`config.mk`:
```
export PLATFORM = sky130hd
export DESIGN_NAME = regfile_loader_flat
export DESIGN_NICKNAME = d
export VERILOG_FILES = /design/src/rtl/regfile_pkg.sv /design/src/rtl/regfile_loader_if.sv /design/src/rtl/regfile_loader.sv /design/src/flat_wrapper.sv
export SDC_FILE = /design/constraint.sdc
export NUM_CORES = 1
export LEC_CHECK = 0
export CAP_MARGIN = 15
export CORE_UTILIZATION = 45
export CTS_CLUSTER_SIZE = 20
export DETAILED_ROUTE_END_ITERATION = 16
export PLACE_DENSITY = 0.88
export SLEW_MARGIN = 40
export SYNTH_ARGS = -nofsm -noshare
export SYNTH_HDL_FRONTEND = slang
export SYNTH_SLANG_ARGS = --single-unit
```
`constraint.sdc`:
```
create_clock -name CLK -period 2.76 [get_ports CLK]
set_clock_uncertainty 0.2 [all_clocks]
set_input_delay 0.69 -clock CLK [delete_from_list [all_inputs] [get_ports CLK]]
set_output_delay 0.69 -clock CLK [all_outputs]
set_load 0.1 [all_outputs]
```
`src/rtl/regfile_pkg.sv`:
```
// ----------------------------------------------------------------------------
// regfile_pkg
// Shared definitions for the regfile_loader block and its bus interface:
//   DW, AW, DEPTH - register file word width, address width and entry count
//   state_t       - loader FSM states
//   even_parity   - even-parity bit over the DW-1 payload bits of a word
// ----------------------------------------------------------------------------
package regfile_pkg;

    localparam int DW    = 9;
    localparam int AW    = 3;
    localparam int DEPTH = 8;

    typedef enum logic [1:0] {
        IDLE     = 2'd0,
        RD_ISSUE = 2'd1,
        RD_WAIT  = 2'd2,
        RD_HOLD  = 2'd3
    } state_t;

    // Bit that makes the total number of ones in {parity, payload} even.
    function automatic logic even_parity(input logic [DW-2:0] payload);
        return ^payload;
    endfunction

endpackage

```
`src/rtl/regfile_loader_if.sv`:
```
// ----------------------------------------------------------------------------
// regfile_loader_if
// Bundles every non-clock/reset signal of regfile_loader.
//   IN_VALID/IN_READY/IN_DATA     upstream write stream
//   RD_START                      one-cycle read-back command
//   OUT_VALID/OUT_READY/OUT_DATA  downstream read-back stream
//   WEN/OEN/ADDR/DIN/DOUT         register file bus
//   COUNT/BUSY/DONE/PAR_ERR       status
// Modports:
//   master - the loader (drives the register file bus and the streams' outputs)
//   slave  - the surrounding environment (upstream, downstream, register file)
// ----------------------------------------------------------------------------
interface regfile_loader_if;
    import regfile_pkg::*;

    logic          IN_VALID;
    logic          IN_READY;
    logic [DW-1:0] IN_DATA;
    logic          RD_START;
    logic          OUT_VALID;
    logic          OUT_READY;
    logic [DW-1:0] OUT_DATA;
    logic          WEN;
    logic          OEN;
    logic [AW-1:0] ADDR;
    logic [DW-1:0] DIN;
    logic [DW-1:0] DOUT;
    logic [AW:0]   COUNT;
    logic          BUSY;
    logic          DONE;
    logic          PAR_ERR;

    modport master (
        input  IN_VALID, IN_DATA, RD_START, OUT_READY, DOUT,
        output IN_READY, OUT_VALID, OUT_DATA, WEN, OEN, ADDR, DIN,
               COUNT, BUSY, DONE, PAR_ERR
    );

    modport slave (
        output IN_VALID, IN_DATA, RD_START, OUT_READY, DOUT,
        input  IN_READY, OUT_VALID, OUT_DATA, WEN, OEN, ADDR, DIN,
               COUNT, BUSY, DONE, PAR_ERR
    );

endinterface

```
`src/rtl/regfile_loader.sv`:
```
// ----------------------------------------------------------------------------
// regfile_loader
// Stream-to-register-file bridge. Words accepted on the input stream are
// written to consecutive register file addresses starting at 0. A RD_START
// command reads every stored word back in address order onto the output
// stream, then the stored count is cleared for the next burst.
//
// Ports:
//   CLK    clock, rising edge
//   RST_N  asynchronous active-low reset
//   bus    regfile_loader_if.master (streams, register file bus, status)
//
// Build option:
//   REGFILE_LOADER_PARITY_EN - when defined, DIN[DW-1] carries even parity of
//   the payload bits and every read-back word is parity-checked; PAR_ERR is
//   sticky until reset. When undefined, words pass through unchanged and
//   PAR_ERR stays 0.
// ----------------------------------------------------------------------------
module regfile_loader
    import regfile_pkg::*;
(
    input  logic             CLK,
    input  logic             RST_N,
    regfile_loader_if.master bus
);

    localparam logic [AW:0]   FULL_COUNT = (AW+1)'(DEPTH);
    localparam logic [AW:0]   COUNT_ONE  = (AW+1)'(1);
    localparam logic [AW-1:0] PTR_ONE    = AW'(1);

    state_t        state_q, state_d;
    logic [AW-1:0] rd_ptr_q, rd_ptr_d;
    logic [AW:0]   count_q, count_d;
    logic          wen_q, wen_d;
    logic          oen_q, oen_d;
    logic [AW-1:0] addr_q, addr_d;
    logic [DW-1:0] din_q, din_d;
    logic          out_valid_q, out_valid_d;
    logic [DW-1:0] out_data_q, out_data_d;
    logic          done_q, done_d;
    logic          par_err_q, par_err_d;

    logic          in_ready;
    logic          in_hs;
    logic          last_word;
    logic [DW-1:0] wr_word;
    logic          par_bad;

    // Gating with RST_N keeps IN_READY low for the whole reset assertion,
    // not just from the first clock edge.
    assign in_ready  = RST_N && (state_q == IDLE) && (count_q < FULL_COUNT)
                       && !bus.RD_START;
    assign in_hs     = in_ready && bus.IN_VALID;
    // Only evaluated while reading, where count_q is at least 1.
    assign last_word = ({1'b0, rd_ptr_q} == (count_q - COUNT_ONE));

`ifdef REGFILE_LOADER_PARITY_EN
    assign wr_word = {even_parity(bus.IN_DATA[DW-2:0]), bus.IN_DATA[DW-2:0]};
    assign par_bad = ^bus.DOUT;
`else
    assign wr_word = bus.IN_DATA;
    assign par_bad = 1'b0;
`endif

    // ------------------------------------------------------------------
    // Next-state and next-output logic
    // ------------------------------------------------------------------
    always_comb begin
        // NOTE: every variable gets a default before the case statement so
        // no path leaves one unassigned, which would infer a latch.
        state_d     = state_q;
        rd_ptr_d    = rd_ptr_q;
        count_d     = count_q;
        wen_d       = 1'b0;
        oen_d       = 1'b0;
        addr_d      = addr_q;
        din_d       = din_q;
        out_valid_d = out_valid_q;
        out_data_d  = out_data_q;
        done_d      = 1'b0;
        par_err_d   = par_err_q;

        unique case (state_q)
            IDLE: begin
                // A read command wins over a concurrent write; with nothing
                // stored it is simply dropped.
                if (bus.RD_START && (count_q != '0)) begin
                    state_d  = RD_ISSUE;
                    rd_ptr_d = '0;
                    oen_d    = 1'b1;
                    addr_d   = '0;
                end else if (in_hs) begin
                    wen_d   = 1'b1;
                    addr_d  = count_q[AW-1:0];
                    din_d   = wr_word;
                    count_d = count_q + COUNT_ONE;
                end
            end

            // OEN is high for this one cycle; the register file samples it
            // on the edge that leaves this state.
            RD_ISSUE: begin
                state_d = RD_WAIT;
            end

            RD_WAIT: begin
                out_data_d  = bus.DOUT;
                out_valid_d = 1'b1;
                state_d     = RD_HOLD;
                if (par_bad) begin
                    par_err_d = 1'b1;
                end
            end

            RD_HOLD: begin
                if (bus.OUT_READY) begin
                    out_valid_d = 1'b0;
                    if (last_word) begin
                        count_d = '0;
                        done_d  = 1'b1;
                        state_d = IDLE;
                    end else begin
                        rd_ptr_d = rd_ptr_q + PTR_ONE;
                        oen_d    = 1'b1;
                        addr_d   = rd_ptr_q + PTR_ONE;
                        state_d  = RD_ISSUE;
                    end
                end
            end

            default: state_d = IDLE;
        endcase
    end

    // ------------------------------------------------------------------
    // State register
    // ------------------------------------------------------------------
    always_ff @(posedge CLK or negedge RST_N) begin
        // NOTE: sequential state uses non-blocking assignments so every
        // register samples pre-edge values regardless of statement order.
        if (!RST_N) begin
            state_q <= IDLE;
        end else begin
            state_q <= state_d;
        end
    end

    // ------------------------------------------------------------------
    // Datapath and output registers
    // ------------------------------------------------------------------
    always_ff @(posedge CLK or negedge RST_N) begin
        if (!RST_N) begin
            rd_ptr_q    <= '0;
            count_q     <= '0;
            wen_q       <= 1'b0;
            oen_q       <= 1'b0;
            addr_q      <= '0;
            din_q       <= '0;
            out_valid_q <= 1'b0;
            out_data_q  <= '0;
            done_q      <= 1'b0;
            par_err_q   <= 1'b0;
        end else begin
            rd_ptr_q    <= rd_ptr_d;
            count_q     <= count_d;
            wen_q       <= wen_d;
            oen_q       <= oen_d;
            addr_q      <= addr_d;
            din_q       <= din_d;
            out_valid_q <= out_valid_d;
            out_data_q  <= out_data_d;
            done_q      <= done_d;
            par_err_q   <= par_err_d;
        end
    end

    assign bus.IN_READY  = in_ready;
    assign bus.WEN       = wen_q;
    assign bus.OEN       = oen_q;
    assign bus.ADDR      = addr_q;
    assign bus.DIN       = din_q;
    assign bus.OUT_VALID = out_valid_q;
    assign bus.OUT_DATA  = out_data_q;
    assign bus.COUNT     = count_q;
    assign bus.BUSY      = (state_q != IDLE);
    assign bus.DONE      = done_q;
`ifdef REGFILE_LOADER_PARITY_EN
    assign bus.PAR_ERR   = par_err_q;
`else
    assign bus.PAR_ERR   = 1'b0;
`endif

endmodule

```
`src/flat_wrapper.sv`:
```
// flat-port wrapper written by rule: the top's interface ports become plain ports
module regfile_loader_flat import regfile_pkg::*;
  (CLK, RST_N, bus_IN_VALID, bus_IN_DATA, bus_RD_START, bus_OUT_READY, bus_DOUT, bus_IN_READY, bus_OUT_VALID, bus_OUT_DATA, bus_WEN, bus_OEN, bus_ADDR, bus_DIN, bus_COUNT, bus_BUSY, bus_DONE, bus_PAR_ERR);
  regfile_loader_if bus_i ();
  input  logic CLK;
  input  logic RST_N;
  input wire logic [$bits(bus_i.IN_VALID)-1:0] bus_IN_VALID;
  input wire logic [$bits(bus_i.IN_DATA)-1:0] bus_IN_DATA;
  input wire logic [$bits(bus_i.RD_START)-1:0] bus_RD_START;
  input wire logic [$bits(bus_i.OUT_READY)-1:0] bus_OUT_READY;
  input wire logic [$bits(bus_i.DOUT)-1:0] bus_DOUT;
  output wire logic [$bits(bus_i.IN_READY)-1:0] bus_IN_READY;
  output wire logic [$bits(bus_i.OUT_VALID)-1:0] bus_OUT_VALID;
  output wire logic [$bits(bus_i.OUT_DATA)-1:0] bus_OUT_DATA;
  output wire logic [$bits(bus_i.WEN)-1:0] bus_WEN;
  output wire logic [$bits(bus_i.OEN)-1:0] bus_OEN;
  output wire logic [$bits(bus_i.ADDR)-1:0] bus_ADDR;
  output wire logic [$bits(bus_i.DIN)-1:0] bus_DIN;
  output wire logic [$bits(bus_i.COUNT)-1:0] bus_COUNT;
  output wire logic [$bits(bus_i.BUSY)-1:0] bus_BUSY;
  output wire logic [$bits(bus_i.DONE)-1:0] bus_DONE;
  output wire logic [$bits(bus_i.PAR_ERR)-1:0] bus_PAR_ERR;
  assign bus_i.IN_VALID = bus_IN_VALID;
  assign bus_i.IN_DATA = bus_IN_DATA;
  assign bus_i.RD_START = bus_RD_START;
  assign bus_i.OUT_READY = bus_OUT_READY;
  assign bus_i.DOUT = bus_DOUT;
  assign bus_IN_READY = bus_i.IN_READY;
  assign bus_OUT_VALID = bus_i.OUT_VALID;
  assign bus_OUT_DATA = bus_i.OUT_DATA;
  assign bus_WEN = bus_i.WEN;
  assign bus_OEN = bus_i.OEN;
  assign bus_ADDR = bus_i.ADDR;
  assign bus_DIN = bus_i.DIN;
  assign bus_COUNT = bus_i.COUNT;
  assign bus_BUSY = bus_i.BUSY;
  assign bus_DONE = bus_i.DONE;
  assign bus_PAR_ERR = bus_i.PAR_ERR;
  regfile_loader u_core (.CLK(CLK), .RST_N(RST_N), .bus(bus_i));
endmodule
```
## Yosys cells after proc, flatten, opt, wreduce, memory -nomap -nowiden

Index checks and enable logic that the tools add are counted.

| storage, ports and cells | value |
|---|---|
| bits of input ports | 23 |
| register bits after elaboration | 34 |

| operators by class | value |
|---|---|
| muxes and demuxes | 28 |
| add/sub/neg operators | 3 |
| $lt $le $gt $ge | 1 |
| equality and inequality tests | 11 |
| reductions and logical operators | 17 |
| bitwise logic cells | 1 |

Operator list:

| cell | number |
|---|---|
| $mux 4 | 4 |
| $mux 3 | 5 |
| $pmux 3 s2 | 2 |
| $mux 1 | 11 |
| $ne 2x2->1 const B | 4 |
| $pmux 2 s4 | 1 |
| $pmux 4 s2 | 1 |
| $reduce_and 4->1 | 2 |
| $reduce_bool 2->1 | 3 |
| $logic_and 1x1->1 | 5 |
| $reduce_and 5->1 | 1 |
| $add 4x1->4 const B | 1 |
| $eq 2x2->1 const B | 2 |
| $eq 3x4->1 | 1 |
| $lt 4x4->1 const B | 1 |
| $mux 2 | 2 |
| $ne 2x1->1 const B | 2 |
| $pmux 1 s2 | 2 |
| $reduce_and 2->1 | 2 |
| $reduce_bool 4->1 | 1 |
| $sub 4x1->4 const B | 1 |
| $add 3x1->3 const B | 1 |
| $ne 3x2->1 const B | 1 |
| $reduce_and 3->1 | 1 |
| 4 further kinds | 4 |

## Logic depth before layout (Yosys ltp)

Gate-level depths: netlist of the first run.

| depth | value |
|---|---|
| depth in word-level cells | 8 |
| depth in mapped cells | 9 |

## Worst setup path after synthesis of the first run

OpenSTA, ideal clock, no wires.

| timing | value |
|---|---|
| path kind | register -> output |
| from | reg u_core.count_q[3] (netlist: u_core.bus.COUNT[3]) |
| to | out bus_IN_READY |
| arrival time | 3.011 ns |
| required time | 1.870 ns |
| path slack | -1.141 ns |
| cell stages (with the launch flop) | 2 |
| path through | dfrtp_1 -> nor3_1 |

| between the ends | value |
|---|---|
| word-level cells in the longest chain between the ends | 3 |

RTL lines:

| element | line | text |
|---|---|---|
| from (decl) | regfile_loader.sv:33 | `logic [AW:0] count_q, count_d;` |
| from (signal assigned) | regfile_loader.sv:165 | `count_q <= count_d;` |
| $lt 4x4->1 | regfile_loader.sv:51 | `assign in_ready = RST_N && (state_q == IDLE) && (count_q < FULL_COUNT)` |
| $logic_and 1x1->1 | regfile_loader.sv:51 |  |
| $logic_and 1x1->1 | regfile_loader.sv:52 | `&& !bus.RD_START;` |
| to (decl) | flat_wrapper.sv:12 | `output wire logic [$bits(bus_i.IN_READY)-1:0] bus_IN_READY;` |

No other way between the ends.

## Final worst setup path of the first run

| timing | value |
|---|---|
| from | in bus_RD_START |
| to | out bus_IN_READY |

| between the ends | value |
|---|---|
| word-level cells in the longest chain between the ends | 2 |

RTL lines:

| element | line | text |
|---|---|---|
| from (decl) | flat_wrapper.sv:9 | `input wire logic [$bits(bus_i.RD_START)-1:0] bus_RD_START;` |
| $logic_not 1->1 | regfile_loader.sv:52 |  |
| $logic_and 1x1->1 | regfile_loader.sv:52 |  |

No other way between the ends.

==> qor.tcl, run 1 <==
set qor(critical_path.endpoint_type) {output pin}
set qor(final-seq-area_um2) 850.8
set qor(areaGrowthSynthToFinish_pct) 38.56
set qor(critPathCapture) {bus_IN_READY}
set qor(cts-buffers-inserted) 5
set qor(avgSynthCellArea_um2) 10.27
set qor(yosysWarnings) 0
set qor(grt_use_met3_pct) 5.978
set qor(vias_per_cell) 5.216
set qor(cp_class) {in -> out}
set qor(aggregate_negative_setup_slack_ns) 0
set qor(grtUsageMet1_pct) 26.20
set qor(synth_enable_flop_cells) 0
set qor(r2r_end) {u_core.bus.ADDR[2]$_DFFE_PN0P_}
set qor(crit_share_post_route_pct) 92.08
set qor(crit_fanout) 4
set qor(first_global_vias) 1416
set qor(r2r_start) {u_core.bus.COUNT[0]$_DFFE_PN0P_}
set qor(fillers) 283
set qor(post-place-ws_ns) 0.1552
set qor(fin_area_um2) 2333
set qor(status) {completed}
set qor(cts_tree) {yes}
set qor(place_congestion) 0.8622
set qor(final_hold_viol_count) 0
set qor(worstSetupStartpointType) {input pin}
set qor(achievable-frequency_mhz) 393.5
set qor(netlist.top_cell.by_area) {sky130_fd_sc_hd__dfrtp_1}
set qor(floorplan.initialDensity_pct) 48.56
set qor(syn-num-nets) 194
set qor(die-width_um) 63.18
set qor(stdcell_count) 269
set qor(number_of_antenna_violations_at_the_first_check_in_global_routing) 0
set qor(placement.io_buffers) 53
set qor(worst_pin_slew_ns) 0.5243
set qor(worst_r2r_path_depth) 7
set qor(fin_ws_ns) 0.2187
set qor(sequential_area_share_after_synthesis_pct) 50.52
set qor(drive_gt1_share_pct) 28.70
set qor(detail_route.first_pass.iterations) 5
set qor(post_cts_hold_buffer_count) 0
set qor(final-max-slew-violation-count) 0
set qor(globalRouteOverflowTotal) 0
set qor(detail_route.wl_per_cell_um) 13.84
set qor(max-slew-margin-rel_pct) 65.04
set qor(synth_ff_type) {sky130_fd_sc_hd__dfrtp_1}
set qor(multi_input_area_um2) 759.5
set qor(via_count) 1403
set qor(drc) 0
set qor(post_synth_num_cell_types) 40
set qor(post_synth_instance_area_um2) 1684
set qor(clock_path_buffers) 2
set qor(dieHeight_um) 63.18
set qor(post_synth_most_frequent_cells) {sky130_fd_sc_hd__nand2_1, sky130_fd_sc_hd__dfrtp_1, sky130_fd_sc_hd__inv_1, sky130_fd_sc_hd__mux2_2, sky130_fd_sc_hd__ha_1}
set qor(dp.final_hpwl_um) 2829
set qor(hold_path.class) {in -> async}
set qor(netlist_instances) 164
set qor(post-synth-top-count-cell) {sky130_fd_sc_hd__nand2_1}
set qor(yosys.area.top_type_share_pct) 50.52
set qor(placed_cell_area_um2) 2221
set qor(postRouteAntennaNets) 0
set qor(drt-initial-drc-count) 35
set qor(synth_seq_cells) 34
set qor(cp.arrival_ns) 1.65
set qor(grt_use_total_pct) 20.73
set qor(grt_first_pass_wirelength_um) 6382
set qor(finish.net_count) 252
set qor(reg2reg_slack_ns) 0.48
set qor(rows) 21
set qor(cts-root-buf) {sky130_fd_sc_hd__clkbuf_8}
set qor(htree_levels) 2
set qor(clock_period_minus_final_worst_setup_slack_ns) 2.541
set qor(synth.area.top_cells) {sky130_fd_sc_hd__dfrtp_1, sky130_fd_sc_hd__nand2_1, sky130_fd_sc_hd__mux2_2}
set qor(worstSkewPairLatency_ns) 0.28
set qor(final_wl_um) 3723
set qor(dp.cells) 261
set qor(clock_transition_at_the_registers_of_the_reported_paths_ns) 0.07
set qor(busiest_layer) {met2}
set qor(cts_num_sinks) 34
set qor(groute.layer.met2.usage_pct) 33.20
set qor(postSynth.asyncResetShare_pct) 100.0
set qor(grt_start_max_net_pins) 24
set qor(core_region_area_um2) 3468
set qor(drv_cap) 0
set qor(antenna-diode-count) 0
set qor(die_area_um2) 3991
set qor(worstSetupStartpoint) {bus_RD_START}
set qor(worstPathRequired_ns) 1.87
set qor(rsz0062_at_grt) {no}
set qor(finalSetupViolCount) 0
set qor(pin_count) 55
## cell usage in the layout (no fill, tap or decap), drive strengths merged
master and instances:
nor3 5, clkdlybuf4s50 21, clkbuf 8, a22oi 1, or2 1, ha 7, nand4 1, xnor2 1
o21a 1, mux2 12, buf 38, a21oi 6, a32oi 3, o31ai 2, o21ai 8, o22ai 2
o2111ai 1, conb 1, o2bb2ai 1, o211ai 2, inv 10, nor2b 1, nor2 3, nand3 2
nand2b 3, mux2i 1, nand2 38, a31oi 3, o41ai 1, and4bb 1, dfrtp 34, xor2 4
## flip-flops by register name, indices dropped and copies added (netlist names)
name	cells
u_core.bus.ADDR	3
u_core.bus.COUNT	4
u_core.bus.DIN	9
u_core.bus.DONE	1
u_core.bus.OEN	1
u_core.bus.OUT_DATA	9
u_core.bus.OUT_VALID	1
u_core.bus.WEN	1
u_core.rd_ptr_q	3
u_core.state_q	2
## repair_timing
action,in CTS,in global routing
gates resized for setup,0,1
buffers inserted,0,0
setup endpoints to repair,0,1
## kinds of logic (layout without fill, tap and decap cells)
group | Yosys count | in the layout | share of synthesized area (%)
and+or+nand+nor | 55 | 55 | 14.93
buffers and inverters | 18 | 77 | 5.200
muxes | 13 | 13 | 8.618
adders and majority gates | 7 | 7 | 5.200
DFF | 34 | 34 | 50.52
AOI/OAI and AO/OA | 31 | 31 | 12.70
other | 1 | 1 | 0.2227
xor gates and xnor gates | 5 | 5 | 2.600
## layout make-up
cell class	instances	area share, %
Sequential cell	34	36.46
Tap cell	46	2.466
Timing Repair Buffer	59	22.20
Clock buffer	8	4.719
Multi-Input combinational cell	112	32.55
Inverter	10	1.609
## worst min-delay path by stage
stage                                       start  slack (ns)                         endpoint
finish                                      RST_N        0.01  u_core.bus.COUNT[2]$_DFFE_PN0P_
global placement    u_core.bus.DIN[1]$_DFFE_PN0P_        0.27    u_core.bus.DIN[1]$_DFFE_PN0P_
detailed placement  u_core.bus.DIN[2]$_DFFE_PN0P_        0.27    u_core.bus.DIN[2]$_DFFE_PN0P_
global route                                RST_N       0.009  u_core.bus.COUNT[2]$_DFFE_PN0P_
floorplan                                   RST_N        0.19   u_core.bus.ADDR[0]$_DFFE_PN0P_
CTS                                         RST_N        0.01  u_core.bus.COUNT[2]$_DFFE_PN0P_
## worst max-delay path, stage by stage
cell,delay [ns]
sky130_fd_sc_hd__clkdlybuf4s50_1,0.51
sky130_fd_sc_hd__nor3_4,0.25
sky130_fd_sc_hd__buf_12,0.20
## per-layer routing
metal | wire, um | part of all wire, %
met2 | 1814 | 49
met5 | 0 | 0
met1 | 1628 | 44
met3 | 212 | 5.7
met4 | 68 | 1.8
## per-stage QoR
stage / util (%) / hold WS (ns)
final: 67.28 / 0.01031
after global routing: 67.28 / 0.008656
after CTS: 67.21 / 0.01060
after detailed placement: 64.03 / 0.2681
after global placement: 64.03 / 0.2670
after floorplan: - / 0.1944
Power of run 1 is not shown: default switching activity piles up to over one toggle a cycle in this logic, so the estimate is an artifact.
==> inputs of run 2 (changes only) <==
- CTS_CLUSTER_DIAMETER: unset -> 80
==> results of run 2 <==
No change in the layout: final DEF, timing and power equal those of run 1.
Power of run 2 is left out for the same reason.
